$ cat src/rtl/button_conditioner.sv
// Pushbutton conditioner: 2-flop synchronizer, stability-window debounce,
// press/release edge pulses and a hold FSM producing long-press and auto-repeat pulses.
module button_conditioner #(
  parameter int DEB_CYC    = 270000,
  parameter int LONG_CYC   = 27000000,
  parameter int REP_CYC    = 5400000,
  parameter bit ACTIVE_LOW = 1'b1
) (
  input  logic       i_clk,
  input  logic       i_rst,
  input  logic       i_btn,
  output logic       o_level,
  output logic       o_press,
  output logic       o_release,
  output logic       o_long,
  output logic       o_repeat,
  output logic [1:0] o_state
);

  localparam int DEB_W    = (DEB_CYC > 1) ? $clog2(DEB_CYC) : 1;
  localparam int HOLD_MAX = (LONG_CYC > REP_CYC) ? LONG_CYC : REP_CYC;
  localparam int HOLD_W   = (HOLD_MAX > 1) ? $clog2(HOLD_MAX) : 1;

  localparam logic [DEB_W-1:0]  DEB_LAST  = DEB_W'(DEB_CYC - 1);
  localparam logic [HOLD_W-1:0] LONG_LAST = HOLD_W'(LONG_CYC - 1);
  localparam logic [HOLD_W-1:0] REP_LAST  = HOLD_W'(REP_CYC - 1);

  localparam logic [1:0] ST_RELEASED = 2'd0;
  localparam logic [1:0] ST_HELD     = 2'd1;
  localparam logic [1:0] ST_LONG     = 2'd2;

  logic              sync_p0;
  logic              sync_p1;
  logic [DEB_W-1:0]  deb_cnt;
  logic [HOLD_W-1:0] hold_cnt;
  logic              s;
  logic              settle;
  logic              rise;
  logic              fall;

  // Polarity is normalized after the synchronizer: s = 1 means pressed.
  assign s      = sync_p1 ^ ACTIVE_LOW;
  assign settle = (s != o_level) && (deb_cnt == DEB_LAST);
  assign rise   = settle && !o_level;
  assign fall   = settle && o_level;

  always_ff @(posedge i_clk) begin
    if (i_rst) begin
      sync_p0   <= ACTIVE_LOW;
      sync_p1   <= ACTIVE_LOW;
      deb_cnt   <= '0;
      hold_cnt  <= '0;
      o_level   <= 1'b0;
      o_press   <= 1'b0;
      o_release <= 1'b0;
      o_long    <= 1'b0;
      o_repeat  <= 1'b0;
      o_state   <= ST_RELEASED;
    end else begin
      // Stage p0/p1: metastability filter on the raw pin
      sync_p0   <= i_btn;
      sync_p1   <= sync_p0;

      // Debounce: level flips only after DEB_CYC consecutive disagreeing cycles
      o_press   <= rise;
      o_release <= fall;
      if (s == o_level) begin
        deb_cnt <= '0;
      end else if (deb_cnt == DEB_LAST) begin
        deb_cnt <= '0;
        o_level <= ~o_level;
      end else begin
        deb_cnt <= deb_cnt + DEB_W'(1);
      end

      // Hold FSM: a release in the same cycle wins over a pending long/repeat
      o_long   <= 1'b0;
      o_repeat <= 1'b0;
      case (o_state)
        ST_RELEASED: begin
          hold_cnt <= '0;
          if (rise) o_state <= ST_HELD;
        end
        ST_HELD: begin
          if (fall) begin
            o_state  <= ST_RELEASED;
            hold_cnt <= '0;
          end else if (hold_cnt == LONG_LAST) begin
            o_long   <= 1'b1;
            o_state  <= ST_LONG;
            hold_cnt <= '0;
          end else begin
            hold_cnt <= hold_cnt + HOLD_W'(1);
          end
        end
        ST_LONG: begin
          if (fall) begin
            o_state  <= ST_RELEASED;
            hold_cnt <= '0;
          end else if (hold_cnt == REP_LAST) begin
            o_repeat <= 1'b1;
            hold_cnt <= '0;
          end else begin
            hold_cnt <= hold_cnt + HOLD_W'(1);
          end
        end
        default: begin
          o_state  <= ST_RELEASED;
          hold_cnt <= '0;
        end
      endcase
    end
  end

endmodule

$ cat config.mk
export PLATFORM = sky130hd
export DESIGN_NAME = button_conditioner
export DESIGN_NICKNAME = d
export VERILOG_FILES = /design/src/rtl/button_conditioner.sv
export SDC_FILE = /design/constraint.sdc
export NUM_CORES = 1
export LEC_CHECK = 0
export BUFFER_PORTS_ARGS = -buffer_cell sky130_fd_sc_hd__buf_2
export CORE_MARGIN = 2
export CORE_UTILIZATION = 60
export DETAILED_ROUTE_END_ITERATION = 16
export PLACE_DENSITY = 0.78
export SLEW_MARGIN = 40
export SYNTH_ARGS = -nofsm -noshare
export SYNTH_HDL_FRONTEND = slang
export SYNTH_SLANG_ARGS = --single-unit
$ cat constraint.sdc
create_clock -name i_clk -period 2.6 [get_ports i_clk]
set_clock_uncertainty 0.15 [all_clocks]
set_input_delay 0.26 -clock i_clk [delete_from_list [all_inputs] [get_ports i_clk]]
set_output_delay 0.26 -clock i_clk [all_outputs]
set_load 0.01 [all_outputs]
==> flow_summary.toml <==
[outcome]
status = "complete, no violations"

[sta]
setup-tns-final_ns = 0
max_freq_mhz = 427
timing.final.hold_violations = 0
rsz0062_at_grt = "false"
worst_pin_slew_ns = 0.593
setup_violations = 0
fin_crit_sh = 0.901
final.setup.worst_slack_ns = 0.258
slew-limit-headroom = 0.601
period_minus_slack_ns = 2.34
drv_slew = 0

[setup_path]
cp-start-kind = "flop"
cp_max_fo = 13
crit_arrival_ns = 2.38
endpoint_kind = "flop"
worstRegToRegCells = 6
r2r_slack_ns = 0.26
critPathKind = "flop to flop"
worstPathRequired_ns = 2.64

[drt]
vias = 1883
ant_nets = 0
drt_iter0_drc = 151
routed_wl_mm = 4.44
drt-vias-per-instance = 5.65
routedWlPerCell_um = 13.3
drtPass1Iterations = 4
detail_route.drc_violations = 0

[power]
ir_drop_uv = 440
power_w = 0.00129
p_per_area_nw_per_um2 = 501
p_leak_nw = 0.805

[synth]
ys_seq_area_frac = 0.441
yosys.area.top_type = "dfxtp_1"
synth.mux.area_fraction = 0
synth_cells = 271
synth_area_sq_um = 2410
ys_ff_latch = 53
synthFlopType = "dfxtp_1"
synth_cell_types = 43
mappedNetlistNets = 279
ys_warn_count = 0
synth-simple-area-share = 0.307
synth_edf_count = 0
synth_area_leaders = "dfxtp_1 44%, xnor2_1 8.4%, nor2_1 8.3%"
synth_fa_ha_area_frac = 0.0260
synth-xor-area-share = 0.146
synth_common_cells = "53 x dfxtp_1, 53 x nor2_1, 23 x xnor2_1"
avgSynthCellArea_sq_um = 8.88
synth_top_family_by_area = "simple AND/OR/NAND/NOR gates"
async_reset_ff_frac = 0
synth_top_area_frac = 0.441
synth_compound_area_frac = 0.0411

[die]
initial_core_util = 0.611
ios = 10
die_x_um = 67.3
fp.dieH_um = 67.3
floorplan.rows = 23
core_sq_um = 3940
dieArea_sq_um = 4530

[hold_path]
hp-class = "input port to flop"
holdPathStages = 2

[final_layout]
area_growth_pct = 7.22
regArea_sq_um = 1060
fillers = 337
stdcell_count = 333
drive_above_1_share = 0.110
multiInputGateArea_sq_um = 1270
final_util = 0.655
diodes = 0
fin_nets = 290

[global_route]
grt_max_degree = 26
grt_use_total = 0.208
grt_pass1_vias = 1691
antenna_found_initial = 0
gr-total-overflow = 0
grt_pass1_wl_mm = 7.18

[placed_design]
io_buffers = 9
gp_congestion = 0.905
dpl.hpwl_mm = 3.01
place_inst = 323
place_ws_ns = 0.197

[cts]
cts-root-buf = "clkbuf_8"
cts_tree = "done"
clk_pin_slew_ns = 0.08
cts_sinks = 53
clock_latency_ns = 0.30
clock_path_buffers = 2
h-tree-depth = 2
numCtsBuffers = 5

[run]
cap_violations = 0
-- critical path, stage by stage (launching register included) --
cell      delay, ns
dfxtp_1        0.36
ha_1           0.20
and2_1         0.19
nand4_1        0.22
o41ai_1        0.62
a2111o_2       0.41
nor2_1         0.09
-- registers in the layout (all words and copies together) (netlist names) --
register / cells
hold_cnt: 25
deb_cnt: 19
o_state: 2
o_level: 1
o_long: 1
o_press: 1
o_release: 1
o_repeat: 1
sync_p0: 1
sync_p1: 1
-- per-layer routing --
layer	vias up	GRT usage	wire length, um
met1	889	0.257	2110
met3	7	0.0500	107
li1	961	-	-
met4	0	0.0765	54
met5	-	0	0
met2	26	0.351	2170
-- kinds of logic after synthesis --
| logic type | after synthesis |
|---|---|
| flip-flops | 53 |
| adder cells (fa/ha/maj) | 5 |
| AND/OR/NAND/NOR | 142 |
| XOR/XNOR | 40 |
| AO/OA/AOI/OAI | 12 |
| buffers and inverters | 19 |
-- final cells by class --
cell class,count,share of cell area
multi-input cells,200,0.491
clock buffers,6,0.0281
repair buffers,12,0.0271
inverters,10,0.0145
clock inverters,2,0.00388
well taps,50,0.0242
flip-flops and latches,53,0.411
-- per-stage QoR --
stage	instance area [sq um]	hold slack, ns
global placement	2470	0.242
detailed placement	2470	0.244
CTS	2560	0.0873
global route	2580	0.120
floorplan	2410	0.214
finish	2580	0.118
-- path summary, 6_finish.rpt --
kind | endpoint | start
worst max-delay path | hold_cnt[2] | hold_cnt[0]
worst max register to register | hold_cnt[2] | hold_cnt[0]
worst min register to register | sync_p1 | sync_p0
worst min-delay path | o_level | i_rst
-- cell usage in the layout, fill, tap and decap left out, drive strengths merged --
cell type / netlist / layout
or3b: 1 / 1
a21oi: 2 / 2
and3: 5 / 5
inv: 10 / 10
o31ai: 2 / 2
dfxtp: 53 / 53
nor3: 9 / 9
o21ai: 1 / 1
and4: 3 / 3
a2111o: 1 / 2
a41oi: 1 / 1
or4: 2 / 2
or2: 4 / 4
nor4bb: 2 / 2
nor4: 10 / 10
and2: 2 / 2
ha: 5 / 5
or4b: 1 / 1
nand2: 17 / 17
o22ai: 1 / 1
o2111ai: 1 / 1
xnor2: 23 / 23
clkinv: 0 / 2
a31o: 1 / 1
nor2: 53 / 53
xor2: 17 / 17
and4b: 1 / 1
clkbuf: 5 / 6
or3: 1 / 1
o41ai: 1 / 1
nand4: 11 / 11
nor4b: 1 / 1
buf: 4 / 11
nand3: 15 / 15
nor3b: 1 / 1
o21a: 1 / 1
nand4b: 3 / 3
dlygate4sd3: 0 / 1
-- report_power, final --
group | total, W | switching, W | internal (W)
combinational | 0.0000425 | 0.0000259 | 0.0000166
sequential | 0.000818 | 0.00000317 | 0.000815
clock | 0.000433 | 0.000246 | 0.000187
total | 0.00129 | 0.000275 | 0.00102
-- repair_timing --
action | CTS | global route
setup endpoints to repair | 0 | 24
hold endpoints to repair | 1 | 0
hold buffers | 1 | 0
setup buffers | 0 | 0
gates resized for setup | 0 | 2
No activity file was read; power rests on OpenSTA's default activity.
